--- config.mk ---
export PLATFORM = sky130hd
export DESIGN_NAME = scene_compositor
export DESIGN_NICKNAME = d
export VERILOG_FILES = /design/src/rtl/scene_compositor.sv
export SDC_FILE = /design/constraint.sdc
export NUM_CORES = 1
export LEC_CHECK = 0
export CAP_MARGIN = 20
export CELL_PAD_IN_SITES_DETAIL_PLACEMENT = 1
export CELL_PAD_IN_SITES_GLOBAL_PLACEMENT = 1
export CORE_MARGIN = 2
export CORE_UTILIZATION = 30
export DETAILED_ROUTE_END_ITERATION = 8
export PLACE_DENSITY = 0.53
export SLEW_MARGIN = 0
export SYNTH_ARGS = -nofsm -noshare
export SYNTH_HDL_FRONTEND = slang
export SYNTH_SLANG_ARGS = --single-unit
--- constraint.sdc ---
create_clock -name clk -period 21.6 [get_ports clk]
set_clock_uncertainty 0.2 [all_clocks]
set_input_delay 6.48 -clock clk [delete_from_list [all_inputs] [get_ports clk]]
set_output_delay 6.48 -clock clk [all_outputs]
set_load 0.03 [all_outputs]
--- src/rtl/scene_compositor.sv ---
// Pipelined pixel compositor for the 800x600 jump game: man, platforms and START/DEAD
// ROM overlays over a per-frame latched scene, with sync delayed to match the RGB path.
module scene_compositor #(
    parameter int NUM_STAGES = 4,
    parameter int COORD_W    = 10,
    parameter int H_ACTIVE   = 800,
    parameter int V_ACTIVE   = 600,
    parameter int STAGE_H    = 100,
    parameter int BODY_HW    = 10,
    parameter int HEAD_OFS   = 15,
    parameter int HEAD_R2    = 100,
    parameter int DEAD_X0    = 200,
    parameter int DEAD_X1    = 600,
    parameter int DEAD_Y0    = 100,
    parameter int DEAD_Y1    = 400,
    parameter int BLINK_BIT  = 4
) (
    input  logic                            clk,
    input  logic                            rst,
    input  logic [COORD_W-1:0]              pix_x,
    input  logic [COORD_W-1:0]              pix_y,
    input  logic                            pix_de,
    input  logic                            in_hs,
    input  logic                            in_vs,
    input  logic                            frame_start,
    input  logic [COORD_W-1:0]              man_x,
    input  logic [COORD_W-1:0]              man_y,
    input  logic [COORD_W-1:0]              man_tall,
    input  logic [NUM_STAGES*COORD_W-1:0]   stage_x,
    input  logic [NUM_STAGES*COORD_W-1:0]   stage_y,
    input  logic [NUM_STAGES*COORD_W-1:0]   stage_w,
    input  logic [NUM_STAGES*2-1:0]         stage_color,
    input  logic [NUM_STAGES-1:0]           stage_en,
    input  logic [3:0]                      state,
    output logic [18:0]                     rom_addr,
    input  logic [2:0]                      rom_start_data,
    input  logic [2:0]                      rom_dead_data,
    output logic                            vga_hs,
    output logic                            vga_vs,
    output logic [3:0]                      vga_r,
    output logic [3:0]                      vga_g,
    output logic [3:0]                      vga_b
);

    localparam int SW        = COORD_W + 2;
    localparam int QW        = 2*COORD_W + 4;
    localparam int PIX_TOTAL = H_ACTIVE * V_ACTIVE;

    localparam logic [3:0]           ST_START  = 4'd0;
    localparam logic [3:0]           ST_DEAD   = 4'd7;
    localparam logic signed [SW-1:0] BODY_HW_S = SW'(BODY_HW);
    localparam logic signed [SW-1:0] HEAD_OFS_S = SW'(HEAD_OFS);
    localparam logic signed [SW-1:0] STAGE_H_S = SW'(STAGE_H);
    localparam logic signed [QW-1:0] HEAD_R2_S = QW'(HEAD_R2);

    function automatic logic signed [SW-1:0] ext(input logic [COORD_W-1:0] v);
        return $signed({2'b00, v});
    endfunction

    function automatic logic signed [SW-1:0] clamp0(input logic signed [SW-1:0] v);
        return v[SW-1] ? '0 : v;
    endfunction

    function automatic logic signed [QW-1:0] widen(input logic signed [SW-1:0] v);
        return $signed({{(QW-SW){v[SW-1]}}, v});
    endfunction

    function automatic logic [11:0] rom_expand(input logic [2:0] d);
        return {{4{d[2]}}, {4{d[1]}}, {4{d[0]}}};
    endfunction

    function automatic logic [11:0] palette(input logic [1:0] c);
        case (c)
            2'b11:   palette = 12'hF00;
            2'b10:   palette = 12'hF70;
            2'b01:   palette = 12'h00F;
            default: palette = 12'h070;
        endcase
    endfunction

    // Scene shadows: only move on frame_start so a frame renders one consistent scene
    logic [COORD_W-1:0]            man_x_sh, man_y_sh, man_tall_sh;
    logic [NUM_STAGES*COORD_W-1:0] stage_x_sh, stage_y_sh, stage_w_sh;
    logic [NUM_STAGES*2-1:0]       stage_color_sh;
    logic [NUM_STAGES-1:0]         stage_en_sh;
    logic [3:0]                    state_sh;

    always_ff @(posedge clk or posedge rst) begin
        if (rst) begin
            man_x_sh       <= '0;
            man_y_sh       <= '0;
            man_tall_sh    <= '0;
            stage_x_sh     <= '0;
            stage_y_sh     <= '0;
            stage_w_sh     <= '0;
            stage_color_sh <= '0;
            stage_en_sh    <= '0;
            state_sh       <= '0;
        end else if (frame_start) begin
            man_x_sh       <= man_x;
            man_y_sh       <= man_y;
            man_tall_sh    <= man_tall;
            stage_x_sh     <= stage_x;
            stage_y_sh     <= stage_y;
            stage_w_sh     <= stage_w;
            stage_color_sh <= stage_color;
            stage_en_sh    <= stage_en;
            state_sh       <= state;
        end
    end

    logic [18:0] addr;

    always_ff @(posedge clk or posedge rst) begin
        if (rst) begin
            addr <= '0;
        end else if (frame_start) begin
            addr <= '0;
        end else if (pix_de) begin
            addr <= (addr == 19'(PIX_TOTAL - 1)) ? '0 : addr + 19'd1;
        end
    end

    assign rom_addr = addr;

    // Blink counter is held at 0 outside DEAD so the overlay shows on the first DEAD frame
    logic [BLINK_BIT:0] frame_cnt;

    always_ff @(posedge clk or posedge rst) begin
        if (rst) begin
            frame_cnt <= '0;
        end else if (state_sh != ST_DEAD) begin
            frame_cnt <= '0;
        end else if (frame_start) begin
            frame_cnt <= frame_cnt + 1'b1;
        end
    end

    // ---- S1: pixel coordinate and sync capture (ROMs sample rom_addr on this edge) ----
    logic [COORD_W-1:0] x_p1, y_p1;
    logic               vld_p1, hs_p1, vs_p1;

    always_ff @(posedge clk or posedge rst) begin
        if (rst) begin
            x_p1   <= '0;
            y_p1   <= '0;
            vld_p1 <= 1'b0;
            hs_p1  <= 1'b0;
            vs_p1  <= 1'b0;
        end else begin
            x_p1   <= pix_x;
            y_p1   <= pix_y;
            vld_p1 <= pix_de;
            hs_p1  <= in_hs;
            vs_p1  <= in_vs;
        end
    end

    logic signed [SW-1:0] sx, sy, mx, my, dx, adx, top, hcy, dy;
    logic signed [QW-1:0] dxq, dyq, dist2;
    logic                 body_hit, head_hit, win_hit;

    always_comb begin
        sx       = ext(x_p1);
        sy       = ext(y_p1);
        mx       = ext(man_x_sh);
        my       = ext(man_y_sh);
        dx       = sx - mx;
        adx      = dx[SW-1] ? -dx : dx;
        top      = my - ext(man_tall_sh);
        hcy      = top - HEAD_OFS_S;
        dy       = sy - hcy;
        dxq      = widen(dx);
        dyq      = widen(dy);
        dist2    = dxq * dxq + dyq * dyq;
        body_hit = (adx < BODY_HW_S) && (sy > top) && (sy < my);
        head_hit = dist2 < HEAD_R2_S;
        win_hit  = (x_p1 > COORD_W'(DEAD_X0)) && (x_p1 < COORD_W'(DEAD_X1)) &&
                   (y_p1 > COORD_W'(DEAD_Y0)) && (y_p1 < COORD_W'(DEAD_Y1));
    end

    logic [NUM_STAGES-1:0] stage_hit;

    for (genvar i = 0; i < NUM_STAGES; i++) begin : g_stage
        logic signed [SW-1:0] cx, hw, lft, rgt, st_top, st_bot;
        assign cx     = ext(stage_x_sh[i*COORD_W +: COORD_W]);
        assign hw     = ext(stage_w_sh[i*COORD_W +: COORD_W]);
        assign st_top = ext(stage_y_sh[i*COORD_W +: COORD_W]);
        assign lft    = clamp0(cx - hw);
        assign rgt    = cx + hw;
        assign st_bot = st_top + STAGE_H_S;
        assign stage_hit[i] = stage_en_sh[i] && (sx > lft) && (sx < rgt) &&
                              (sy > st_top) && (sy < st_bot);
    end

    logic       stage_any;
    logic [1:0] stage_col;

    // Walk downward so the lowest-index hit is the last one written
    always_comb begin
        stage_any = 1'b0;
        stage_col = 2'b00;
        for (int i = NUM_STAGES - 1; i >= 0; i--) begin
            if (stage_hit[i]) begin
                stage_any = 1'b1;
                stage_col = stage_color_sh[i*2 +: 2];
            end
        end
    end

    // ---- S2: hit flags and ROM data ----
    logic       vld_p2, hs_p2, vs_p2, man_p2, stage_any_p2, win_p2;
    logic [1:0] stage_col_p2;
    logic [2:0] start_p2, dead_p2;

    always_ff @(posedge clk or posedge rst) begin
        if (rst) begin
            vld_p2       <= 1'b0;
            hs_p2        <= 1'b0;
            vs_p2        <= 1'b0;
            man_p2       <= 1'b0;
            stage_any_p2 <= 1'b0;
            stage_col_p2 <= '0;
            win_p2       <= 1'b0;
            start_p2     <= '0;
            dead_p2      <= '0;
        end else begin
            vld_p2       <= vld_p1;
            hs_p2        <= hs_p1;
            vs_p2        <= vs_p1;
            man_p2       <= body_hit | head_hit;
            stage_any_p2 <= stage_any;
            stage_col_p2 <= stage_col;
            win_p2       <= win_hit;
            start_p2     <= rom_start_data;
            dead_p2      <= rom_dead_data;
        end
    end

    logic [11:0] rgb_next;

    always_comb begin
        rgb_next = 12'h000;
        if (!vld_p2) begin
            rgb_next = 12'h000;
        end else if (state_sh == ST_START) begin
            rgb_next = rom_expand(start_p2);
        end else if (state_sh == ST_DEAD && !frame_cnt[BLINK_BIT] && win_p2 &&
                     dead_p2 != 3'b000) begin
            rgb_next = rom_expand(dead_p2);
        end else if (man_p2) begin
            rgb_next = 12'hFFF;
        end else if (stage_any_p2) begin
            rgb_next = palette(stage_col_p2);
        end
    end

    // ---- Output registers ----
    always_ff @(posedge clk or posedge rst) begin
        if (rst) begin
            vga_hs <= 1'b0;
            vga_vs <= 1'b0;
            vga_r  <= '0;
            vga_g  <= '0;
            vga_b  <= '0;
        end else begin
            vga_hs <= hs_p2;
            vga_vs <= vs_p2;
            {vga_r, vga_g, vga_b} <= rgb_next;
        end
    end

endmodule

# Word level (Yosys, flattened, before mapping)
# Index checks and enable logic that the tools add are counted.
# W data, S select, Z words.
[word_totals]
reg_bits = 241
input_bits = 198
output_inout_bits = 33
wordCells = 136
[classes]
addsub = 20
mul = 2
n_lt_le_gt_ge = 24
eq_ne = 6
mux = 24
n_bitwise = 1
n_reduce_logical = 29
[op_table]
columns = ["operator", "n"]
rows = [
  ["$lt A10 B11 Y1", 8],
  ["$mux W12", 6],
  ["$sub A10 B10 Y11", 6],
  ["$mux W19", 3],
  ["$add A10 B10 Y11", 4],
  ["$add A10 B7 Y11 const B", 4],
  ["$gt A10 B11 Y1", 4],
  ["$mux W11", 4],
  ["$gt A10 B10 Y1", 4],
  ["$pmux W12 S3", 1],
  ["$add A22 B24 Y24", 1],
  ["$logic_and A1 B1 Y1", 24],
  ["$lt A24 B8 Y1 const B", 1],
  ["$mul A12 B12 Y24", 1],
  ["$mul A11 B11 Y22", 1],
  ["$add A19 B1 Y19 const B", 1],
  ["$eq A19 B19 Y1 const B", 1],
  ["$lt A12 B5 Y1 const B", 1],
  ["$neg A11 Y12", 1],
  ["$sub A11 B12 Y12", 1],
  ["$sub A11 B5 Y12 const B", 1],
  ["$gt A11 B11 Y1", 1],
  ["$gt A10 B7 Y1 const B", 1],
  ["$gt A10 B8 Y1 const B", 1],
  ["16 further kinds", 25],
]

# Longest topological paths before layout
# Gate-level depths: netlist of run 1.
[logic_depth]
ltp_word = 11
ltp_mapped = 44
depth_no_buf = 44

# Worst setup path before layout of run 1
# Ideal clock, no wire load.
[synth_timing]
kind = "flip-flop to flip-flop"
start = "reg man_y_sh[0]"
end = "reg man_p2"
setup_ps = 104
t_arrival_ps = 10174
t_required_ps = 21296
setup_slack_ps = 11122
stages_incl_launch_ff = 43
n_path_buf = 1
synth_period_minus_slack_ps = 10478
cell_sequence = "dfrtp_1 inv_1 ha_1 inv_1 fa_1 a211o_1 a21o_1 a21oi_1 o21ba_2 xor2_1 inv_1 fa_1 nor2b_1 nor2_1 o21ai_0 o21ai_0 a21oi_1 a211oi_2 [... 7 more ...] fa_1 inv_1 fa_1 inv_1 fa_1 inv_1 fa_1 fa_1 inv_1 ha_1 nor2b_1 a2111oi_0 o221a_2 nand4_1 a2111oi_0 nand4_1 or4_1 o311ai_1"
[synth_between]
elab_chain_cells = 7
word_cells_on_any_way = 11
classes_between = "4 x add/sub; 1 x mul; 3 x order compare; 1 x bitwise; 2 x reduce/logical"
[synth_lines]
columns = ["element", "line_no", "source"]
rows = [
  ["start: declaration", "82", "logic [COORD_W-1:0] man_x_sh, man_y_sh, man_tall_sh;"],
  ["start signal: assignment", "101", "man_y_sh <= man_y;"],
  ["$sub A10 B10 Y11", "170", "top = my - ext(man_tall_sh);"],
  ["$sub A11 B5 Y12", "171", "hcy = top - HEAD_OFS_S;"],
  ["$sub A11 B12 Y12", "172", "dy = sy - hcy;"],
  ["$mul A12 B12 Y24", "175", "dist2 = dxq * dxq + dyq * dyq;"],
  ["$add A22 B24 Y24", "175", ""],
  ["$lt A24 B8 Y1", "177", "head_hit = dist2 < HEAD_R2_S;"],
  ["$or A1 B1 Y1 (*)", "231", "man_p2 <= body_hit | head_hit;"],
  ["end signal: assignment", "231", ""],
  ["end: declaration", "212", "logic vld_p2, hs_p2, vs_p2, man_p2, stage_any_p2, win_p2;"],
]
# Mark *: on every way between the ends. The rest lies on a longest branch, timed or not.
# A chain may end at the register's enable or synchronous reset.

# Final worst setup path of run 1
# Ends and elaborated chain as after synthesis.

==> results.txt, run 1 <==
* Run status: complete, no violations
* Global-route wire length before repair: 136000 microns
* Avg Synthesized Cell Area: 9.21 sq um
* Number of buffers on the longest clock path: 3
- Tightest Pin Transition: 1.01 ns
* Final net count: 4027
- Post-CTS resize count: 0
- Die H: 306 microns
- Port buffering added 230 buffers.
- STA puts the critical path data required time at 21.92 ns.
- Largest cells by area after synthesis: sky130_fd_sc_hd__dfrtp_1 21%, sky130_fd_sc_hd__fa_1 21%, sky130_fd_sc_hd__ha_1 17%
* Post-layout minimum cycle time: 11.95 ns
- Setup bufs post-CTS: 0
- Grouping stages by cell kind, the critical path spends the most delay in adder cells.
* HPWL after detailed placement: 70700 microns
* Sequential cell area fraction in the yosys report: 21.4%
* Starting density of the core: 30.3%
- Average via count per standard cell: 4.89
- The detailed router finished its first iteration with 729 violations.
- In this run the horizontal extent of the chip is 306 microns.
* Number of synthesized flops with an enable pin: 0
* Number of cells produced by synthesis: 2961
- Counting both buffers and inverters, the worst setup path holds a total of 10.
- Once detail routing completed, the nets flagged for antenna violations numbered 0.
- Area of the core: 90000 sq um
- For this run, the slowest stage of the critical path takes 0.69 ns.
* Clock transition at the registers of the reported paths: 0.07 ns
- Yosys warning count: 0
- Entering global routing, the biggest net connects 161 pins.
- The number of hold violations in the final report was 0.
* Max-slew violations: 0
- The tool flagged a number of max-cap violations equal to 0.
- At the end of routability-driven placement, the weighted congestion stood at 0.861.
* GR Overflow Total: 0
- Total nets after synthesis: 3802
* Share of the synthesized area in the top cell type: 21.4%
- In the final timing run, aggregate negative setup slack is 0 ns.
- Max-slew headroom: 32.1%
- The tightest min-delay check is of the flip-flop to flip-flop type.
- The number of cells on the worst reg-to-reg path is 42.
- The endpoint identified for the worst register-to-register timing path is man_p2.
* Setup violators final: 0
- The worst setup path is of the flip-flop to flip-flop kind.
* Fill cells: 10381
* Critical path startpoint: man_y_sh[0]
- For this run, asynchronously set or reset flops after synthesis account for 100%.
- After synthesis the netlist holds a flip-flop and latch count of 233.
- Summed over all instances, the cell type with the most area after synthesis is sky130_fd_sc_hd__dfrtp_1.
- For the worst-skew pair, the clock arrives at the later sink with an insertion delay of 0.62 ns.
* Final hold slack: 0.148 ns
- Post-synthesis instance area: 27300 sq um
- The worst hold path was traced through 0 stages.
* Clock tree from TritonCTS: done
- Counting the buffers created by CTS gives 30.
- During I/O placement, the number of pins put on the boundary was 231.
- Dominant cell by count in the synthesized netlist: sky130_fd_sc_hd__inv_1
- Ranked by instance count, the synthesized netlist is headed by 511 x sky130_fd_sc_hd__inv_1, 362 x sky130_fd_sc_hd__ha_1, 281 x sky130_fd_sc_hd__fa_1.
- Fraction of final layout cells sized beyond drive strength 1: 5.67%
* Max stage delay cell, worst path: sky130_fd_sc_hd__xor2_2
- Number of hold-repair buffers added at the cts stage: 0
- Counting distinct cell types in the post-synthesis netlist gives 80.
* Startpoint types: flip-flop
- Worst slack at placement: 9.63 ns
* CP Capture Type: flip-flop
* Number of DRC violations after detailed routing: 0
- Worst hold start: hs_p2
* Number of global-route vias before repair: 24316
- Achievable frequency: 83.7 MHz
* Post-detailed-route wirelength per cell: 19.4 microns
- Area growth from synthesis to layout: 17.7%
- Total routed wirelength: 85000 microns
- Critical-path maximum fanout: 17
* Clock tree root driver cell: sky130_fd_sc_hd__clkbuf_16
* Die Outline Area: 93400 sq um
- Final period util: 55.3%
- Number of cell rows: 110
* Top_reg_cell synth: sky130_fd_sc_hd__dfrtp_1
- The worst register-to-register path has a setup slack of 9.65 ns.
- Setup repair after global routing left no endpoint under its margin.
- Data arrives at the worst endpoint at 12.27 ns.
- Setup slack closes at 9.65 ns.
* Antenna violations before repair: 6
- Sink Count: 233
- In this run the critical register-to-register path is launched from man_y_sh[0].
* Number of detailed-routing iterations run before antenna repair: 5
* Worst hold endpoint: vga_hs
* Routed via count: 21448
- Global routing usage summed across all routing layers: 18.4%
- In this run the number of H-tree levels came out at 1.
==> area by class of cell <==
class	instances	area, sq um	area share [%]
Sequential cell	233	5830	18.2
Tap cell	1176	1470	4.58
Inverter	517	1950	6.07
Timing Repair Buffer	267	2580	8.05
Multi-Input combinational cell	2137	19200	59.8
Clock buffer	42	866	2.70
Antenna cell	3	7.51	0.0234
Clock inverter	14	211	0.658
==> sequential cells by signal, summed over array words and instances, names as in the netlist, 3 cells and up <==
register        cells
rom_addr           19
stage_w_sh         40
start_p2            3
stage_x_sh         40
dead_p2             3
stage_color_sh      8
stage_en_sh         4
man_x_sh           10
x_p1               10
frame_cnt           5
man_tall_sh        10
stage_y_sh         40
state_sh            4
y_p1               10
man_y_sh           10
==> how the worst max path moves through the flow <==
stage | end | depth (start not counted)
final | man_p2 | 42
after global routing | man_p2 | 42
after CTS | man_p2 | 42
after detailed placement | man_p2 | 42
after global placement | man_p2 | 40
after floorplan | dead_p2[0] | 1
==> cells by family after synthesis <==
family                     share of synthesized area [%]
AOI/OAI and AO/OA                                   13.2
xor gates and xnor gates                            4.78
adders and majority gates                           37.2
buffers and inverters                               8.32
DFF                                                 21.4
muxes                                               2.77
other                                             0.0137
and+or+nand+nor                                     12.3
==> per-layer routing <==
layer | GRT usage [%] | wire, microns | up-vias
met3 | 1.64 | 2100 | 91
met5 | 0 | 12 | -
met2 | 31.7 | 41000 | 268
met1 | 24.9 | 39900 | 10859
li1 | - | - | 10228
met4 | 4.63 | 1930 | 2
==> through the flow <==
| step | util, % | area, sq um | std cells |
|---|---|---|---|
| global placement | 34.4 | 31000 | 4326 |
| finish | 35.7 | 32100 | 4389 |
| detailed placement | 34.4 | 31000 | 4327 |
| floorplan | - | 27300 | 2961 |
| CTS | 35.6 | 32100 | 4383 |
| global route | 35.7 | 32100 | 4388 |
==> placed cells by master, fill, tap and decap left out, drive strengths merged, types with 33 or more instances in the layout <==
master | synthesis | routed
a21o | 34 | 34
a21oi | 108 | 108
and2 | 34 | 34
buf | 19 | 36
clkbuf | 55 | 43
clkdlybuf4s50 | 0 | 229
dfrtp | 233 | 233
fa | 281 | 281
ha | 362 | 362
inv | 513 | 513
mux2 | 61 | 61
nand2 | 270 | 270
nand3 | 33 | 33
nor2 | 173 | 173
nor2b | 34 | 34
nor3 | 41 | 41
o21a | 36 | 36
o21ai | 187 | 187
xnor2 | 99 | 99
xor2 | 49 | 49
Power of run 1 is left out: the tool's default activity adds up to more than one toggle a clock period on the data nets, which glitch-free logic cannot reach.
==> run 2, diff against run 1 <==
--- a/config.mk
+++ b/config.mk
@@ -11,7 +11,7 @@
 export CORE_MARGIN = 2
 export CORE_UTILIZATION = 30
 export DETAILED_ROUTE_END_ITERATION = 8
-export PLACE_DENSITY = 0.53
+export PLACE_DENSITY = 0.55
 export SLEW_MARGIN = 0
 export SYNTH_ARGS = -nofsm -noshare
 export SYNTH_HDL_FRONTEND = slang
==> constraint.sdc (replaced) <==
create_clock -name clk -period 9.85 [get_ports clk]
set_clock_uncertainty 0.2 [all_clocks]
set_input_delay 2.955 -clock clk [delete_from_list [all_inputs] [get_ports clk]]
set_output_delay 2.955 -clock clk [all_outputs]
set_load 0.03 [all_outputs]
==> run 2 against run 1 <==
Compared with the run above:
- the flow now finishes with violations (negative setup slack)
- count of clock-buffer cells in the layout shrank 4
- setup slack lost 10 ns
- cell area grew 5.8%
- non-clock buffer count grew 188
- sequential cell count is the same
- fmax grew 17%
- die area is the same
- critical path depth shrank 5
- highest routed layer is now met4
==> results.txt, run 2 (synthesized netlist as in run 1, its figures left out) <==
- The run finished, with violations left.
* Violated checks: negative setup slack
- The final critical delay including setup and external delays came to 10.17 ns (-1.78 ns).
* HPWL after detailed placement: 73500 microns (+4.0%)
- Counting stages on the worst path, the most repeated cell is sky130_fd_sc_hd__fa_1.
- Fraction of final layout cells sized beyond drive strength 1: 13.1% (+7.5 points)
* Commonest non-fill, non-tap cells in the layout: 494 x sky130_fd_sc_hd__inv_1, 347 x sky130_fd_sc_hd__ha_1, 274 x sky130_fd_sc_hd__fa_1, 267 x sky130_fd_sc_hd__nand2_1, 233 x sky130_fd_sc_hd__dfrtp_1
- Type of the worst min-delay path: flip-flop to flip-flop
* Starting density of the core: 30.3% (unchanged)
- The setup slack of the most critical reg-to-reg path came to -0.32 ns (-9.97 ns).
- Gp weighted congestion: 0.865 (+0.52%)
- Slowest stage delay, CP: 0.56 ns (-0.13 ns)
* Max H-tree Level: 1 (unchanged)
* Reg-to-reg critical path endpoint: man_p2
- Max-slew violations: 0 (unchanged)
- Sink Count: 233 (unchanged)
* Final net count: 4214 (+4.6%)
- The count of standard-cell rows was 110 (unchanged).
- Relative to the synthesized area, the layout overhead comes to 24.5%.
* Tightest Pin Transition: 1.08 ns (+0.0680 ns)
* Critical-path maximum fanout: 5 (-12)
- Total routed wirelength: 87300 microns (+2.7%)
- The area of the placeable core was 90000 sq um (unchanged).
* Largest registers: stage_w_sh (40), stage_x_sh (40), stage_y_sh (40)
* Average via count per standard cell: 4.87 (-0.28%)
- Achievable frequency: 98.3 MHz (+17%)
* Clock network latency to the later pin of the worst-skew pair: 0.58 ns (-0.04 ns)
- The average routed wire per standard cell was 19.1 microns (-1.4%).
- The count of routing violations after the opening detailed-route iteration came to 861 (+18%).
* Clock tree root driver cell: sky130_fd_sc_hd__clkbuf_16
- Commonest non-fill, non-tap cell in the layout: sky130_fd_sc_hd__inv_1
- The total of buffers placed on input and output ports came to 230 (unchanged).
* Global-route wire length before repair: 139000 microns (+2.3%)
- Number of detailed-routing iterations run before antenna repair: 5 (unchanged)
- Routed via count: 22275 (+3.9%)
* Clock tree from TritonCTS: done
- Number of buffers on the longest clock path: 3 (unchanged)
- Antenna violations before repair: 3 (-3)
* Critical R2R Launch: man_y_sh[0]
- The combined global-route utilization of all metal layers was 18.9% (+0.43 points).
- The vertical die dimension came to 306 microns (unchanged).
- The clock transition at the register clock pins on the worst setup and hold paths after CTS was 0.07 ns (about the same).
- The path with the worst hold slack has its endpoint at vga_vs.
* Worst slack at placement: -0.761 ns (-10.39 ns)
* Die Span X: 306 microns (unchanged)
* Max stage delay cell, worst path: sky130_fd_sc_hd__fa_1
* Final hold violations: 0 (unchanged)
- Max-slew headroom: 27.6% (-4.5 points)
- The number of instances on the worst hold path was 0 (unchanged).
* Boundary Pins: 231 (unchanged)
- The critical path arrival came to 10.45 ns (-1.82 ns).
* Die Outline Area: 93400 sq um (unchanged)
- Number of cells on the worst reg-to-reg path: 37 (-12%)
- The share of the cycle needed by the critical path after routing came to 103% (+48 points).
- The worst hold slack was 0.148 ns (-0.000538 ns).
* Worst Setup Slack, final: -0.324 ns (-9.97 ns)
- CP Capture Type: flip-flop
- The number of max-capacitance violations reported came to 0 (unchanged).
- The data required time at the worst endpoint was 10.12 ns (-11.80 ns).
- Clock buffers created by TritonCTS: 29 (-3.3%)
- Maximum number of pins on one net before global-route repair: 144 (-11%)
* Number of DRC violations after detailed routing: 0 (unchanged)
* Worst hold start: vs_p2
- Unrepaired setup endpoints after global routing: yes
- The worst setup path is launched from a flip-flop.
* Fill cells: 10494 (+1.1%)
- Number of global-route vias before repair: 25112 (+3.3%)
* Worst Setup Path Type: flip-flop to flip-flop
- The residual antenna-violating net count after detailed routing came to 0 (unchanged).
- Setup violators final: 1 (+1)
* GR Overflow Total: 0 (unchanged)
-- run 2: worst max-delay path: cells and delay by family (launching register included) --
kind / cells / cell delay, ns
simple gates: 7 / 1.45
xor+xnor: 1 / 0.18
flops: 1 / 0.39
fa+ha+maj: 11 / 4.82
buf+inv: 8 / 0.79
compound gates: 10 / 2.21
-- run 2: worst max-delay path by stage --
stage                      startpoint  endpoint  cells past startpoint
after floorplan           man_y_sh[0]    man_p2                     43
after detailed placement  man_y_sh[0]    man_p2                     42
after global routing      man_y_sh[0]    man_p2                     39
after CTS                 man_y_sh[0]    man_p2                     43
final                     man_y_sh[0]    man_p2                     37
after global placement    man_y_sh[0]    man_p2                     44
-- run 2: per-stage QoR --
| step | instance area (sq um) | instances | util (%) | TNS (ns) |
|---|---|---|---|---|
| after floorplan | 27500 | 2961 | - | -0.00504 |
| after global placement | 32500 | 4492 | 36.1 | -0.466 |
| after detailed placement | 32500 | 4493 | 36.1 | -0.761 |
| after CTS | 33700 | 4562 | 37.5 | -0.480 |
| after global routing | 34000 | 4570 | 37.7 | -0.716 |
| final | 34000 | 4571 | 37.7 | -0.324 |
-- run 2: what timing repair did --
action	4_1_cts	5_1_grt
setup endpoints to repair	1	1
resized for setup	22	44
hold buffers	0	0
gates cloned	0	0
buffers inserted	17	6
pin swaps	32	38
-- run 2: layout make-up --
cell class | count | area [sq um] | area share, %
multi-input cells | 2137 | 19600 | 57.8
flip-flops and latches | 233 | 5830 | 17.2
repair buffers | 455 | 4030 | 11.9
inverters | 517 | 1960 | 5.78
well taps | 1176 | 1470 | 4.33
clock buffers | 38 | 820 | 2.41
clock inverters | 14 | 206 | 0.608
diodes | 1 | 2.50 | 0.00737
-- run 2: layer usage --
metal	up-vias	part of all wire, %	global-route usage (%)
li1	10602	-	-
met1	11245	46	25.2
met2	328	48	32.3
met3	100	3.1	2.13
met4	0	2.7	4.86
met5	-	0	0
Power of run 2 is left out for the same reason.
